File: config.mk
export PLATFORM = sky130hd
export DESIGN_NAME = shift_seq_ctrl
export DESIGN_NICKNAME = d
export VERILOG_FILES = /design/src/rtl/shift_seq_ctrl.sv
export SDC_FILE = /design/constraint.sdc
export NUM_CORES = 1
export LEC_CHECK = 0
export ABC_AREA = 1
export BUFFER_PORTS_ARGS = -buffer_cell sky130_fd_sc_hd__buf_4
export CAP_MARGIN = 0
export CORE_ASPECT_RATIO = 2
export CORE_MARGIN = 2
export CORE_UTILIZATION = 45
export CTS_BUF_LIST = sky130_fd_sc_hd__clkbuf_16
export DETAILED_ROUTE_END_ITERATION = 10
export PLACE_DENSITY = 0.66
export SYNTH_ARGS = -nofsm -noshare
export SYNTH_HDL_FRONTEND = slang
export SYNTH_SLANG_ARGS = --single-unit
File: constraint.sdc
create_clock -name clk -period 2.1 [get_ports clk]
set_input_delay 0.315 -clock clk [delete_from_list [all_inputs] [get_ports clk]]
set_output_delay 0.315 -clock clk [all_outputs]
set_load 0.05 [all_outputs]
File: src/rtl/shift_seq_ctrl.sv
// shift_seq_ctrl: multi-cycle 16-bit shift/rotate sequencer.
// One logarithmic stage (1, 2, 4, 8 positions) is applied per cycle, gated by
// the matching amount bit, so every operation takes four RUN cycles.
//
// Handshakes: a transfer happens on a rising edge where valid and ready are
// both high. in_ready and out_valid are decoded from the registered state
// only, so neither depends combinationally on in_valid or out_ready. Once
// out_valid is high it stays high and out_data stays stable until out_ready.
module shift_seq_ctrl (
    input  logic        clk,
    input  logic        rst,
    input  logic        in_valid,
    output logic        in_ready,
    input  logic [15:0] in_data,
    input  logic [3:0]  in_amt,
    input  logic [1:0]  in_op,
    output logic        out_valid,
    input  logic        out_ready,
    output logic [15:0] out_data,
    output logic        busy,
    output logic [1:0]  dbg_state
);

    localparam logic [1:0] ST_IDLE = 2'd0;
    localparam logic [1:0] ST_RUN  = 2'd1;
    localparam logic [1:0] ST_DONE = 2'd2;

    localparam logic [1:0] OP_ROL = 2'b00;
    localparam logic [1:0] OP_SLL = 2'b01;
    localparam logic [1:0] OP_ROR = 2'b10;
    localparam logic [1:0] OP_SRL = 2'b11;

    logic [1:0]  state_q, state_d;
    logic [1:0]  cnt_q, cnt_d;
    logic [15:0] data_q, data_d;
    logic [3:0]  amt_q, amt_d;
    logic [1:0]  op_q, op_d;

    logic [4:0]  stage_sh;
    logic [4:0]  stage_wrap;
    logic [15:0] stage_res;

    // Result of the current stage: shift distance 2^cnt, applied only when
    // the matching amount bit is set.
    always_comb begin
        stage_sh   = 5'd1 << cnt_q;
        stage_wrap = 5'd16 - stage_sh;
        stage_res  = data_q;
        if (amt_q[cnt_q]) begin
            case (op_q)
                OP_ROL:  stage_res = (data_q << stage_sh) | (data_q >> stage_wrap);
                OP_SLL:  stage_res = data_q << stage_sh;
                OP_ROR:  stage_res = (data_q >> stage_sh) | (data_q << stage_wrap);
                OP_SRL:  stage_res = data_q >> stage_sh;
                default: stage_res = data_q;
            endcase
        end
    end

    // Next-state and datapath control for IDLE -> RUN x4 -> DONE.
    always_comb begin
        state_d = state_q;
        cnt_d   = cnt_q;
        data_d  = data_q;
        amt_d   = amt_q;
        op_d    = op_q;
        case (state_q)
            ST_IDLE: begin
                if (in_valid) begin
                    data_d  = in_data;
                    amt_d   = in_amt;
                    op_d    = in_op;
                    cnt_d   = 2'd0;
                    state_d = ST_RUN;
                end
            end
            ST_RUN: begin
                data_d = stage_res;
                cnt_d  = cnt_q + 2'd1;
                if (cnt_q == 2'd3) begin
                    state_d = ST_DONE;
                end
            end
            ST_DONE: begin
                if (out_ready) begin
                    state_d = ST_IDLE;
                end
            end
            default: begin
                state_d = ST_IDLE;
            end
        endcase
    end

    // State registers; reset wins over any handshake and discards a result.
    always_ff @(posedge clk) begin
        if (rst) begin
            state_q <= ST_IDLE;
            cnt_q   <= 2'd0;
            data_q  <= 16'h0000;
            amt_q   <= 4'd0;
            op_q    <= 2'd0;
        end else begin
            state_q <= state_d;
            cnt_q   <= cnt_d;
            data_q  <= data_d;
            amt_q   <= amt_d;
            op_q    <= op_d;
        end
    end

    // Outputs decoded from registered state only.
    always_comb begin
        in_ready  = (state_q == ST_IDLE);
        out_valid = (state_q == ST_DONE);
        busy      = (state_q == ST_RUN) || (state_q == ST_DONE);
        out_data  = data_q;
        dbg_state = state_q;
    end

endmodule

Word level (Yosys, flattened, before mapping)
Index checks and enable logic that the tools add are counted.
{"block": "classes", "n_addsub": 2, "magnitude_cmp": 1, "eq_ne": 10, "shift": 5, "n_mux": 12, "bitwise": 2, "reduce_logical": 8}
{"cell": "$pmux 16 s4", "count": 1}
{"cell": "$mux 16", "count": 2}
{"cell": "$or 16x16->16", "count": 2}
{"cell": "$pmux 16 s2", "count": 1}
{"cell": "$shl 16x5->16", "count": 2}
{"cell": "$shr 16x5->16", "count": 2}
{"cell": "$eq 2x2->1 const B", "count": 4}
{"cell": "$mux 2", "count": 4}
{"cell": "$ne 2x2->1 const B", "count": 3}
{"cell": "$pmux 2 s3", "count": 1}
{"cell": "$reduce_and 3->1", "count": 2}
{"cell": "$shl 1x2->5 const A", "count": 1}
{"cell": "$sub 5x5->5 const A", "count": 1}
{"cell": "$eq 2x1->1 const B", "count": 2}
{"cell": "$logic_not 2->1", "count": 2}
{"cell": "$pmux 2 s2", "count": 1}
{"cell": "$reduce_and 2->1", "count": 2}
{"cell": "$lt 2x3->1 const B", "count": 1}
{"cell": "$add 2x1->2 const B", "count": 1}
{"cell": "$bmux 1 s2", "count": 1}
{"cell": "$ne 2x1->1 const B", "count": 1}
{"cell": "$reduce_bool 2->1", "count": 1}
{"cell": "$logic_or 1x1->1", "count": 1}
{"cell": "$mux 1", "count": 1}
{"block": "totals", "reg_bits": 26, "input_bits": 26, "out_inout_bits": 21, "wordCells": 45}

Longest topological paths before layout
{"block": "depth", "depth_word": 7, "mapped_depth": 17, "depth_no_buf": 15}

Worst setup path after synthesis
OpenSTA, ideal clock, no wires.
{"block": "synth_path", "path_kind": "flip-flop to flip-flop", "start": "register state_q[0] (netlist: dbg_state[0])", "end": "register data_q[2] (netlist: out_data[2])", "setup_time_ns": 0.121, "arrival_time_ns": 2.151, "required_time_ns": 1.979, "path_slack_ns": -0.172, "stages_incl_launch_ff": 10, "path_buffers": 1, "synth_period_minus_slack_ns": 2.272, "cell_sequence": "dfxtp_1 > inv_1 > ha_1 > nand2_1 > o21ai_2 > nand2_4 > inv_2 > buf_4 > o21ai_0 > a21oi_1"}
{"block": "synth_via", "elab_chain_cells": 3, "elab_cells_between_ends": 7, "cone_classes": "eq/ne (3); mux (1); reduce/logical (3)"}
{"item": "start, declared", "line": "33", "source": "logic [1:0] state_q, state_d;"}
{"item": "start signal, assigned", "line": "104", "source": "state_q <= state_d;"}
{"item": "$logic_not 2->1 (*)"}
{"item": "via in_ready", "line": "13", "source": "output logic in_ready,"}
{"item": "$ne 2x2->1 (no line) or $reduce_bool 2->1 (tied branches)"}
{"item": "$reduce_and 3->1 (no line)"}
{"item": "end signal, assigned", "line": "106", "source": "data_q <= data_d;"}
{"item": "end, declared", "line": "35", "source": "logic [15:0] data_q, data_d;"}
Mark *: on every way through the listed nets, which the timed path passes. The rest lies on a longest branch.
A chain may end at the register's enable or synchronous reset.

Worst setup path in the final report
{"block": "layout_path", "start": "register cnt_q[0]", "end": "register data_q[9] (netlist: out_data[9])"}
{"block": "layout_via", "elab_chain_cells": 7, "elab_cells_between_ends": 15, "cone_classes": "add/sub (1); eq/ne (1); shift (5); mux (5); bitwise (2); reduce/logical (1)"}
{"item": "start, declared", "line": "34", "source": "logic [1:0] cnt_q, cnt_d;"}
{"item": "start signal, assigned", "line": "105", "source": "cnt_q <= cnt_d;"}
{"item": "$shl 1x2->5", "line": "46", "source": "stage_sh = 5'd1 << cnt_q;"}
{"item": "$sub 5x5->5", "line": "47", "source": "stage_wrap = 5'd16 - stage_sh;"}
{"item": "$shl 16x5->16 or $shr 16x5->16 (tied branches)", "line": "53, 51"}
{"item": "$or 16x16->16 (on tied branches)", "line": "53, 51"}
{"item": "$pmux 16 s4", "line": "50", "source": "case (op_q)"}
{"item": "$mux 16", "line": "49", "source": "if (amt_q[cnt_q]) begin"}
{"item": "$pmux 16 s2", "line": "67", "source": "case (state_q)"}
Several ways; a longest one is shown, not always the timed one. The select of a mux whose other input is x is not followed.

==> flow_summary_export.csv <==
group,metric,value,unit
setup_path,cp-end-kind,"flip-flop",
timing,relSlewSlack,66.8,%
yosys,syn_area,3210,um2
setup_path,max_stage_delay,0.36,ns
setup_path,cp_slowest_cell,"dfxtp_1",
setup_path,crit_type,"reg2reg",
route,wire_per_inst,20.5,um
timing,hold_violations,0,
placement,hpwl,11.9,mm
placement,place.gp.congestion,1.09,
finish,area_growth,29.7,%
route,viasPerCell,5.97,
placement,portBuffers,46,
timing,setup-violations-final,0,
cts,cts-root-buf,"clkbuf_16",
yosys,yosysSeqAreaShare,16.2,%
yosys,async_flop_share,0,%
cts,numCtsBuffers,3,
global_routing,grt_pass1_vias,4193,
route,vias,4425,
yosys,synth_area_leaders,"nand2_1, nand3_1, dfxtp_1, a21oi_1, o21ai_0",
setup_path,crit_top_cell,"buf_4",
setup_path,worst_ep_required_time,2.31,ns
timing,rsz0062_at_grt,"false",
global_routing,overflow,0,
die,dieArea,7860,um2
die,fp.dieW,63.7,um
cts,tritoncts,"built",
yosys,synth_top_cell_area_share,23.5,%
die,die_h,123,um
hold_path,hold_class,"in2reg",
die,ios,47,
finish,fin_area,4160,um2
setup_path,critPathArrivalTime,2.24,ns
die,initial_core_util,46.2,%
die,core-area,6940,um2
global_routing,use_met3,3.91,%
finish,drive_above_1_share,26.1,%
yosys,yosysWarnings,0,
cts,clockBufferDepth,2,
global_routing,grtUsageMet2,67.6,%
timing,max_freq,0.492,GHz
power,total_power,7.88,mW
setup_path,crit_fanout,5,
finish,n_antenna_cell,0,
route,drtPass1Iterations,7,
global_routing,grt_use_met1,42.1,%
setup_path,crit_chain,"buf_4 -> buf_4 -> ha_2 -> inv_2 -> nor2_4 -> inv_1 -> buf_4 -> o211ai_1 -> nand3_1 -> a21oi_1",
die,rows,43,
finish,nFillCells,717,
global_routing,grt_pass1_wl,22.9,mm
yosys,synthFlopType,"dfxtp_1",
timing,final_max_slew_viol_count,0,
setup_path,cp_top_family,"buffers and inverters",
global_routing,grt_max_degree,28,
timing,period_share,96.7,%
power,ir_worst_vdd,1.38,mV
setup_path,worstPathBufferInverterCount,5,
yosys,postSynthCellCount,574,
finish,final_nets,687,
yosys,yosys.area.top_type,"nand2_1",
global_routing,grtUsageTotal,39.5,%
route,drt_wl_total,15.2,mm
yosys,yosysUniqueCellTypes,31,
route,drc,0,
cts,clk_pin_slew,0.07,ns
setup_path,cp-start-kind,"flip-flop",
route,final_antenna_net_count,0,
global_routing,top_usage_layer,"met2",
cts,htreeDepth,1,
timing,hold-worst-slack,0.288,ns
timing,skew,0.00271,ns
route,drtIter0Drc,375,
flow_run,cap_violations,0,
power,p_per_area,1900,nW/um2
yosys,ys_seq_elements,26,
run_status,status,"completed",
cts,cts_sinks,26,
placement,placed_cell_area,3930,um2
global_routing,antenna_found_initial,0,
yosys,synth_edf_count,0,
yosys,yosys-top-cells-count,"nand2_1, nand3_1, a21oi_1, o21ai_0, nor2_1",
power,power_leakage,2.07,nW
yosys,synth_area_per_cell,5.58,um2
cts,insertion_delay,0.27,ns
timing,finalCriticalPeriod,2.03,ns
yosys,yosysMostFrequentCell,"nand2_1",
timing,tightest_slew,0.497,ns
yosys,synth_fp_nets,609,
==> state kept, by name, summed over array words and instances, names as in the netlist <==
register   flops
out_data      16
amt_q          4
cnt_q          2
dbg_state      2
op_q           2
==> layer usage <==
metal | part of all wire (%) | wire length [um] | vias to the layer above
met2 | 49 | 7390 | 283
met4 | 10 | 1570 | 0
met1 | 34 | 5150 | 1998
li1 | - | - | 2060
met3 | 7.3 | 1110 | 84
met5 | 0 | 0 | -
==> report_power, final <==
group / switching [mW] / internal [mW]
logic: 4.08 / 2.15
clock network: 0.195 / 0.380
registers: 0.370 / 0.702
==> kinds of logic after synthesis <==
family | Yosys count | synth area share, %
simple gates | 381 | 53.4
flops | 26 | 16.2
compound gates | 90 | 15.5
fa+ha+maj | 9 | 3.51
buf+inv | 68 | 11.4
==> worst paths after layout <==
| path | from | end | slack, ns | depth (start not counted) |
|---|---|---|---|---|
| max | cnt_q[0]$_SDFFE_PP0P_ | out_data[9]$_SDFFE_PP0P_ | 0.07 | 10 |
| min | rst | out_data[4]$_SDFFE_PP0P_ | 0.29 | 2 |
| max reg2reg | cnt_q[0]$_SDFFE_PP0P_ | out_data[9]$_SDFFE_PP0P_ | 0.07 | 10 |
| min reg2reg | amt_q[3]$_SDFFE_PP0P_ | amt_q[3]$_SDFFE_PP0P_ | 0.48 | 2 |
==> metrics by stage <==
stage                     util [%]  TNS (ns)  cells  setup slack (ns)
after floorplan                  -         0    574           0.00834
after global placement        56.6  -0.00656    735          -0.00656
after detailed placement      56.6   -0.0414    735           -0.0245
after CTS                     58.3         0    739            0.0108
after global routing          59.9         0    741           0.00698
final                         59.9         0    741            0.0685
==> layout make-up <==
type                            count  area (um2)  share of cell area, %
Multi-Input combinational cell    480        2410                   58.1
Timing Repair Buffer              106         853                   20.5
Sequential cell                    26         523                   12.6
Inverter                           35         148                   3.55
Tap cell                           90         113                   2.71
Clock buffer                        3        75.1                   1.81
Clock inverter                      1        30.0                  0.722
==> what timing repair did <==
item,CTS,global route
hold buffers,0,0
setup buffers,0,2
gates resized for setup,2,22
endpoints found under the setup margin,3,15
pin swaps,0,1
==> placed cells by master, fill, tap and decap left out, types with 11 or more instances in the layout <==
cell,count
nand3_1,119
nor2_1,27
o211ai_1,11
nand2_2,12
a21oi_1,35
o21ai_0,33
nand2_1,199
dfxtp_1,24
inv_1,24
buf_4,100
(Power assumes the default switching activity.)
